### src/rtl/icache_dm.sv
// Direct-mapped, one-word-per-frame read-only instruction cache with hit/miss counters.
// Latency: hits are combinational (0 cycles); a miss returns ihit N+2 cycles after the request (N = iwait cycles).
// Backpressure: iwait holds the fill in FETCH with iREN/iaddr stable; datapath requests are ignored until the fill lands.
module icache_dm #(
  parameter int SETS = 16
) (
  input  logic        CLK,
  input  logic        nRST,
  input  logic        imemREN,
  input  logic [31:0] imemaddr,
  output logic        ihit,
  output logic [31:0] imemload,
  output logic        iREN,
  output logic [31:0] iaddr,
  input  logic        iwait,
  input  logic [31:0] iload,
  output logic [31:0] hit_cnt,
  output logic [31:0] miss_cnt
);

  localparam int IW = $clog2(SETS);
  localparam int TW = 30 - IW;

  typedef enum logic {IDLE, FETCH} state_t;

  typedef struct packed {
    logic          valid;
    logic [TW-1:0] tag;
    logic [31:0]   data;
  } frame_t;

  frame_t          frames [SETS];
  state_t          state, state_nxt;
  logic [31:0]     miss_addr;

  logic [TW-1:0]   req_tag;
  logic [IW-1:0]   req_idx;
  logic [TW-1:0]   miss_tag;
  logic [IW-1:0]   miss_idx;
  logic            hit;
  logic            miss_take;
  logic            fill_done;
  logic            unused_bits;

  assign req_tag     = imemaddr[31:IW+2];
  assign req_idx     = imemaddr[IW+1:2];
  assign miss_tag    = miss_addr[31:IW+2];
  assign miss_idx    = miss_addr[IW+1:2];
  assign unused_bits = ^imemaddr[1:0];

  assign hit = frames[req_idx].valid && (frames[req_idx].tag == req_tag);

  // Next-state and output decode; FETCH ignores the datapath entirely.
  always_comb begin
    state_nxt = state;
    ihit      = 1'b0;
    imemload  = 32'd0;
    iREN      = 1'b0;
    iaddr     = 32'd0;
    miss_take = 1'b0;
    fill_done = 1'b0;
    case (state)
      IDLE: begin
        if (imemREN && hit) begin
          ihit     = 1'b1;
          imemload = frames[req_idx].data;
        end
        if (imemREN && !hit) begin
          miss_take = 1'b1;
          state_nxt = FETCH;
        end
      end
      FETCH: begin
        iREN  = 1'b1;
        iaddr = miss_addr;
        if (!iwait) begin
          fill_done = 1'b1;
          state_nxt = IDLE;
        end
      end
      default: state_nxt = IDLE;
    endcase
  end

  // State register and latched miss address.
  always_ff @(posedge CLK or negedge nRST) begin
    if (!nRST) begin
      state     <= IDLE;
      miss_addr <= 32'd0;
    end else begin
      state <= state_nxt;
      if (miss_take) begin
        miss_addr <= {imemaddr[31:2], 2'b00};
      end
    end
  end

  // Frame array: cleared on reset, overwritten on the accepting fill edge.
  always_ff @(posedge CLK or negedge nRST) begin
    if (!nRST) begin
      for (int i = 0; i < SETS; i++) begin
        frames[i] <= '0;
      end
    end else if (fill_done) begin
      frames[miss_idx] <= '{valid: 1'b1, tag: miss_tag, data: iload};
    end
  end

  // Performance counters; both wrap naturally at 2^32.
  always_ff @(posedge CLK or negedge nRST) begin
    if (!nRST) begin
      hit_cnt  <= 32'd0;
      miss_cnt <= 32'd0;
    end else begin
      if (ihit) begin
        hit_cnt <= hit_cnt + 32'd1;
      end
      if (miss_take) begin
        miss_cnt <= miss_cnt + 32'd1;
      end
    end
  end

endmodule

### config.mk
export PLATFORM = sky130hd
export DESIGN_NAME = icache_dm
export DESIGN_NICKNAME = d
export VERILOG_FILES = /design/src/rtl/icache_dm.sv
export SDC_FILE = /design/constraint.sdc
export NUM_CORES = 1
export LEC_CHECK = 0
export ABC_CLOCK_PERIOD_IN_PS = 5700
export CORE_MARGIN = 2
export CORE_UTILIZATION = 40
export DETAILED_ROUTE_END_ITERATION = 10
export PLACE_DENSITY_LB_ADDON = 0.2
export SLEW_MARGIN = 40
export SYNTH_ARGS = -nofsm -noshare
export SYNTH_HDL_FRONTEND = slang
export SYNTH_SLANG_ARGS = --single-unit
### constraint.sdc
create_clock -name CLK -period 5.7 [get_ports CLK]
set_input_delay 0.57 -clock CLK [delete_from_list [all_inputs] [get_ports CLK]]
set_output_delay 0.57 -clock CLK [all_outputs]
set_load 0.005 [all_outputs]
# == Word-level counts from Yosys, hierarchy flattened ==
# Index checks and enable logic that the tools add are counted.
# op_classes
addsub,2
magnitude_cmp,3
eq_ne,1
n_mux,18
bitwise,3
reduce_logical,5
# op_table
operator,n
bitwise mux 944 bit,1
binary-select mux 59 bit (select 4 bit),1
demux 59 bit (select 4 bit),1
2-to-1 mux 59 bit,3
2-to-1 mux 32 bit,3
adder 32 x 1 -> 32 bit (second input constant),2
== test 26 bit,1
>= comparator 5 bit (second input constant),2
NOT 4 -> 5 bit,2
2-to-1 mux 1 bit,8
less-than comparator 5 x 1 -> 1 bit (second input constant),1
logical AND 1 bit,4
one-hot mux 1 bit (2 select lines),1
zero test 1 bit,1
NOT 1 bit,1
# totals
register_bits,1039
inputBits,68
wordCells,84

# == Longest topological paths before layout ==
# Gate-level depths: netlist (run 1).
# depth
word_depth,10
depth_mapped,14

# == Worst setup path after synthesis (run 1) ==
# OpenSTA, ideal clock, no wires.
# synth_path
kind,input port to output port
start,in imemaddr[2]
end,out imemload[10]
arrival_time_ns,3.269
slack_ns,1.861
stages,9
path_buffers,6
path_cell_list,buf_6 buf_6 buf_2 buf_2 clkbuf_1 buf_1 mux4_2 mux4_2 nor2b_1
# synth_via
elab_chain_cells,9
# synth_rtl
element,line,rtl
from (decl),10,"input logic [31:0] imemaddr,"
NOT 4 -> 5 bit (not written as such) *,"51, 66",
binary-select mux 59 bit (select 4 bit) *,"51, 66",
2-to-1 mux 59 bit (not written as such) * (2 in series),66,imemload = frames[req_idx].data;
== test 26 bit,51,assign hit = frames[req_idx].valid && (frames[req_idx].tag == req_tag);
logical AND 1 bit,51,
logical AND 1 bit,64,if (imemREN && hit) begin
2-to-1 mux 32 bit *,64,
2-to-1 mux 32 bit *,62,case (state)
to (decl),12,"output logic [31:0] imemload,"
# Mark *: on every way between the ends. The rest lies on a longest branch, timed or not. The select of a mux whose other input is x is not followed.

# == Worst setup path in the final report (run 1) ==
# layout_path
start,in imemaddr[3]
end,out imemload[21]
# Same word-level chain as after synthesis.

==> results of run 1 <==
[cells by family (layout without fill, tap and decap cells)]
group	Yosys count	after routing	synth area share, %
and+or+nand+nor	313	313	3.879
buffers and inverters	267	497	2.499
muxes	1293	1293	36.49
adders and majority gates	2	2	0.05266
xor gates and xnor gates	88	88	1.638
DFF	1039	1039	54.72
AOI/OAI and AO/OA	46	46	0.7215
other	1	4	0.007892
[worst max-delay path by stage]
stage / startpoint / end / slack (ns) / cells after the start
2_1_floorplan: imemaddr[2] / imemload[10] / 1.86 / 9
3_3_place_gp: imemaddr[3] / imemload[9] / 0.22 / 13
3_5_place_dp: imemaddr[3] / imemload[21] / 0.23 / 13
4_1_cts: imemaddr[3] / imemload[21] / 0.18 / 13
5_1_grt: imemaddr[3] / imemload[18] / 0.04 / 13
6_report: imemaddr[3] / imemload[21] / 0.34 / 13
[power by group]
group	internal (mW)	switching, mW
clock	4.22	3.04
sequential	10.3	1.64
combinational	3.93	2.08
total	18.5	6.76
[critical path, stage by stage]
cell	delay (ns)
sky130_fd_sc_hd__buf_6	0.48
sky130_fd_sc_hd__buf_4	0.31
sky130_fd_sc_hd__mux4_2	0.51
sky130_fd_sc_hd__mux2i_1	0.18
sky130_fd_sc_hd__mux2i_1	0.11
sky130_fd_sc_hd__xnor2_1	0.42
sky130_fd_sc_hd__buf_4	0.20
sky130_fd_sc_hd__nand4_1	0.10
sky130_fd_sc_hd__nor4b_2	0.41
sky130_fd_sc_hd__nand4_1	0.30
sky130_fd_sc_hd__buf_4	0.40
sky130_fd_sc_hd__nor2b_1	0.21
sky130_fd_sc_hd__clkdlybuf4s50_1	0.53
[synth_stat cells (all sizes together), types with 4 or more instances]
library cell	number	area, sq um
a22oi	11	82.58
and2	33	206.5
and3	22	137.6
buf	126	658.1
clkbuf	127	476.7
dfrtp	1039	26000
inv	13	48.79
mux2	962	10830
mux2i	76	760.7
mux4	255	5743
nand2	50	187.7
nand2b	13	81.33
nand3	33	165.2
nand4	34	227.7
nor2	19	71.32
nor2b	45	281.5
nor3	17	85.08
nor4	21	183.9
nor4b	4	53.80
o21ai	9	45.04
or2	7	43.79
or3	5	31.28
xnor2	48	427.9
xor2	40	350.3
[cell type report]
| cell class | count | area share, % |
|---|---|---|
| Timing Repair Buffer | 275 | 5.248 |
| Inverter | 14 | 0.09988 |
| Antenna cell | 2 | 0.009080 |
| Clock buffer | 177 | 6.077 |
| Multi-Input combinational cell | 1744 | 37.26 |
| Tap cell | 1536 | 3.487 |
| Sequential cell | 1039 | 47.17 |
| Clock inverter | 31 | 0.6447 |
[sequential cells by signal (all words and copies together), names as in the netlist]
signal and flops:
frames 944, hit_cnt 32, miss_cnt 32, miss_addr 30, state 1
[routing by layer]
| layer | global-route usage (%) | wire length (um) |
|---|---|---|
| met1 | 27.61 | 54230 |
| met3 | 3.790 | 5372 |
| met4 | 5.656 | 3245 |
| met2 | 35.25 | 62620 |
| met5 | 0 | 47 |
[through the flow]
step	hold slack, ns	total power [mW]	cells	setup WS [ns]
finish	0.3762	25.23	4818	0.3357
global route	0.3877	26.59	4816	0.04412
CTS	0.3529	25.51	4810	0.1834
detailed placement	0.4474	18.16	4601	0.2308
global placement	0.4445	17.56	4598	0.2168
floorplan	0.2744	16.17	3050	1.861
==> results.txt, run 1 <==
The leakage power came out at 24.43 nW. The width of the chip came out at 348.7 um. Share of post-route cells with drive strength above 1: 46.28%. The min-delay analysis places its worst path in the category primary input to asynchronous set/reset pin. The net count of the finished layout is 3257.

Across every metal layer, demand over resource in global routing totals 20.84%. Share of flip-flops with an asynchronous set or reset after synthesis: 100.0%. The worst setup path is captured at an output port. For this run, the leading register cell type out of synthesis is sky130_fd_sc_hd__dfrtp_1.

Detailed placement finished with a half-perimeter wire length of 71720 um. The standard cell core area was 117900 sq um; the growth of design area from synthesis to finish was 15.99%. The worst register-to-register path ends at hit_cnt[20]$_DFFE_PN0P_.

The logs give 0 for the number of max-capacitance violations reported and 0 for the number of hold violations in the final report. In this run the critical register-to-register path is launched from frames[32]$_DFFE_PN0P_. The run finished with clean final reports. Clock-pin slew was measured on the worst setup and hold paths at 0.05 ns. In this run, the number of DRC markers left after iteration 0 of detailed routing was 1568. In this run the cell area of the synthesized design comes to 47520 sq um. The first global-routing pass estimated 191400 um of wire. The vertical die dimension is 348.7 um, and the actual slew at the worst max-slew pin is 0.8648 ns. Summed over all layers, the global routing overflow is 0. Sequential elements use 54.72% of the synthesized area. The run gives 0 as the final count of negative-setup-slack endpoints.

The sink count of the clock tree was 1039; the total of buffers placed on input and output ports was 193. Worst ir drop on vdd: 0.3109 mV. The post-cts resize count was 0. The top cell types in the final layout, fill and taps aside, are sky130_fd_sc_hd__dfrtp_1, sky130_fd_sc_hd__mux2_2, sky130_fd_sc_hd__mux4_2. The H-tree generated during clock tree synthesis spans 3 levels. The logs give 113 for the number of buffers created by CTS and 4.79 ns for the data arrival at the endpoint of the critical path. Post-CTS setup buffer count: 0. The mean area per synthesized cell works out to 15.58 sq um. Setup repair after global routing left no endpoint under its margin. The areal power density over the cells works out to 457.7 nW/um^2. Dividing the final minimum period by the clock period gives 94.11%. The final sum of negative setup slack is 0 ns. In this run the worst path has a maximum fanout of 38. The die covers 121600 sq um. The tools report the final design utilization as 46.74%.

The number of global-route vias before repair is 30190, and the average wire length per cell after detail routing is 26.05 um. Measured in cells, the most critical reg-to-reg path has a length of 10. Synthesis inferred 1039 register bits.

For the required arrival time at the worst endpoint, the log shows 5.13 ns. Entering global routing, the biggest net connects 157 pins. The congestion estimate from routability-driven global placement came to 0.8226.

Later-pin clock latency in the skew report: 0.71 ns. For the number of fill cells, the log shows 10240. The gate count after technology mapping was 3049. Yosys mapped a number of flops with a built-in enable equal to 0. STA classifies the critical path startpoint as a primary input. The footprint of the flip-flops and latches was 26000 sq um. The tools report the number of pins exceeding their max-slew limit in the final report as 0. Commonest non-fill, non-tap cell in the layout: sky130_fd_sc_hd__dfrtp_1. For the number of library cell types mapped by synthesis, the log shows 60. The hold-fix buffer count after cts is 1, and the number of rows in the core area is 126. CTS placed an instance of sky130_fd_sc_hd__clkbuf_16 at the clock tree root. Via count: 27100.

Average vias per placed instance: 5.626. The initial antenna violation count is 8, and the area after detailed placement is 51220 sq um. For this run, the detailed router's first-pass iteration total came to 5. The tools report the effective utilization at floorplan as 40.29%.

After detailed routing, the number of remaining DRC violations is 0. The tools report the worst clock skew as 0.02954 ns. The run gives 42.20% as the worst-case headroom to the max-slew limit. The multi-input combinational cells in the finished layout cover a total of 20540 sq um. The antenna violation net count after detailed routing came out at 0. TritonCTS built the clock tree. The critical path is of the primary input to output port type. 198 I/O pins were placed.

Yosys printed 0 warnings. The clock period could shrink to 5.364 ns. For the worst-case register-to-register setup slack, the log shows 1.76 ns.

Static timing analysis puts the maximum clock frequency at 186.4 MHz. Once layout is done, the placed cells without fillers occupy 55120 sq um. The tools report the maximum buffer depth of the clock tree as 3.

The final layout contains routed wiring with a total length of 125500 um.
(Power assumes the default switching activity.)
==> run 2, diff against run 1 <==
- ABC_CLOCK_PERIOD_IN_PS: 5700 -> 5810
- CTS_CLUSTER_DIAMETER: not set -> 60
- clock period: 5.7 -> 5.81 ns (I/O delays scaled with it)
==> results.txt, run 2 (synthesized netlist as in run 1, its figures left out) <==
The run finished with clean final reports. Number of optimization iterations in the first detailed-route pass: 5 (unchanged). The worst setup path is captured at an output port.

The tightest hold margin was 0.3928 ns (+0.01667 ns). The run gives 126 (unchanged) as the number of rows in the core area. The effective utilization at floorplan was 40.29% (unchanged); the number of pins exceeding their max-slew limit in the final report was 0 (unchanged). The die area was 121600 sq um (unchanged).

The required arrival time at the worst endpoint came out at 5.23 ns (+0.10 ns). The via count was 27040 (-0.24%). TritonCTS built the clock tree. The maximum level of the CTS H-tree was 3 (unchanged).

For the total non-filler cell area in the finished layout, the log shows 55300 sq um (+0.34%). The final global-route overflow total was 0 (unchanged). Commonest non-fill, non-tap cell in the layout: sky130_fd_sc_hd__dfrtp_1. The actual slew at the worst max-slew pin came out at 0.8719 ns (+0.007101 ns).

Final sum of negative setup slack: 0 ns (unchanged). Number of hold violations in the final report: 0 (unchanged). The sink count of the clock tree is 1039 (unchanged), and the initial antenna violation count is 7 (-1). Placed wire-length estimate after detailed placement: 71460 um (-0.36%). Maximum buffer depth of the clock tree: 3 (unchanged).

The clock tree root driver cell is sky130_fd_sc_hd__clkbuf_16. The kind of critical path is primary input to output port. The leakage power was 24.52 nW (+0.36%). The total of buffers placed on input and output ports is 193 (unchanged). The worst setup path is launched from a primary input. The worst path in the final design needs a cycle of 5.328 ns, including I/O delays and setup. The antenna violation net count after detailed routing was 0 (unchanged).

The logs give 176 (+12%) for the pin count of the biggest net entering global routing and 0 (unchanged) for the number of max-capacitance violations reported. The vertical die dimension is 348.7 um (unchanged). The largest registers in the layout are frames x944, hit_cnt x32, miss_cnt x32. The clock transition at the register clock pins on the worst setup and hold paths after CTS was 0.06 ns (about the same); the average wire length per cell after detail routing was 26.03 um (about the same).

The total placed cells including tap cells was 4597 (-0.087%); the data arrival at the endpoint of the critical path was 4.75 ns (-0.04 ns). The path depth of the worst reg2reg path was 8 (-2). The worst register-to-register path ends at hit_cnt[16]$_DFFE_PN0P_. Wire length after detailed routing: 125200 um (-0.22%). The tools report the DRC violations left as 0 (unchanged). Areal power density over the cells: 455.2 nW/um^2 (-0.54%).

The flip-flop count of the largest register after layout came out at 944 (unchanged). Setup repair after global routing left no endpoint under its margin. The worst-case register-to-register setup slack was 2.23 ns (+0.47 ns); the portion of the clock cycle consumed by the worst path in the final layout was 91.71%. Last weighted congestion value of the routability-driven placer: 0.8208 (-0.22%). In the layout the commonest cells are sky130_fd_sc_hd__dfrtp_1, sky130_fd_sc_hd__mux2_2, sky130_fd_sc_hd__mux4_2.

The share of post-route cells with drive strength above 1 is 46.78% (+0.50 points), and the standard cell core area is 117900 sq um (unchanged). The net count of the finished layout was 3252 (-0.15%); the worst clock skew was 0.02971 ns (+0.0001752 ns). The area growth from synthesis to layout is 16.38%. The average vias per placed instance was 5.619 (-0.12%); the number of global-route vias before repair was 30100 (-0.29%).

Counting flops per register, the top entry is frames. The global-route wire length before repair is 191900 um (+0.24%). For the number of buffers created by CTS, the log shows 113 (unchanged). The logs give 0.71 ns (about the same) for the later-pin clock latency in the skew report and 0 (unchanged) for the final count of negative-setup-slack endpoints. Count of placed standard cells in the final layout, fillers left out: 4812 (-0.12%). Beginning of the worst register-to-register path: frames[32]$_DFFE_PN0P_. The path class of the tightest hold or removal check is primary input to asynchronous set/reset pin. The tools report the total global routing track utilization as 20.87% (+0.027 points). The largest fanout on the critical path came out at 38 (unchanged).

Initial DRC count: 1696 (+8.2%). The run gives 198 (unchanged) as the number of ports placed on the die boundary. The area after detailed placement came out at 51160 sq um (-0.12%). The width of the chip came out at 348.7 um (unchanged). The post-CTS setup buffer count was 0 (unchanged); the worst ir drop on vdd was 0.2824 mV (-9.2%).

The post-cts resize count was 0 (unchanged); the maximum frequency from static timing analysis was 187.7 MHz. The worst-case headroom to the max-slew limit was 41.87% (-0.32 points).
## run 2: how the worst max path moves through the flow
stage / startpoint / cells after the start / endpoint
final: imemaddr[5] / 12 / imemload[19]
after CTS: imemaddr[3] / 13 / imemload[19]
after global routing: imemaddr[3] / 13 / imemload[19]
after global placement: imemaddr[3] / 13 / imemload[22]
after floorplan: imemaddr[2] / 9 / imemload[10]
after detailed placement: imemaddr[5] / 12 / imemload[18]
## run 2: layer usage
metal | GRT usage, % | part of all wire (%) | wire length (um) | vias up
li1 | - | - | - | 11560
met1 | 27.73 | 43 | 54290 | 14740
met2 | 35.02 | 49 | 61780 | 526
met3 | 3.907 | 4.7 | 5848 | 206
met4 | 5.850 | 2.6 | 3269 | 8
met5 | 0 | 0.038 | 48 | -
## run 2: where the power goes
group	switching (mW)	leakage, nW	internal (mW)
Sequential	1.58	13.4	10.1
Combinational	2.07	9.19	3.85
Clock	3.00	1.97	4.55
## run 2: cell type report
cell class	instances	area [sq um]
fillers	10190	62620
multi-input cells	1744	20560
clock inverters	35	526.8
clock buffers	171	3457
flip-flops and latches	1039	26000
diodes	3	7.507
inverters	14	55.05
repair buffers	270	2776
well taps	1536	1922
## run 2: repair_timing
item                                   in CTS  in global routing
endpoints found under the hold margin      73                  0
hold buffers                                1                  0
setup endpoints to repair                   0                  0
## run 2: stage by stage
| stage | power, mW | utilization (%) | setup slack (ns) |
|---|---|---|---|
| detailed placement | 17.82 | 43.38 | 0.5047 |
| global route | 26.54 | 46.89 | 0.2281 |
| finish | 25.18 | 46.90 | 0.4816 |
| floorplan | 15.87 | - | 1.949 |
| CTS | 25.45 | 46.77 | 0.4757 |
| global placement | 17.21 | 43.26 | 0.4791 |
## run 2: critical path, stage by stage
cell,delay [ns]
sky130_fd_sc_hd__buf_4,0.59
sky130_fd_sc_hd__inv_4,0.38
sky130_fd_sc_hd__mux2i_1,0.20
sky130_fd_sc_hd__mux2i_1,0.48
sky130_fd_sc_hd__nand3_1,0.13
sky130_fd_sc_hd__or4b_1,0.54
sky130_fd_sc_hd__nor4_2,0.28
sky130_fd_sc_hd__nand4_1,0.31
sky130_fd_sc_hd__buf_4,0.33
sky130_fd_sc_hd__buf_4,0.23
sky130_fd_sc_hd__nor2b_1,0.14
sky130_fd_sc_hd__clkdlybuf4s50_1,0.52
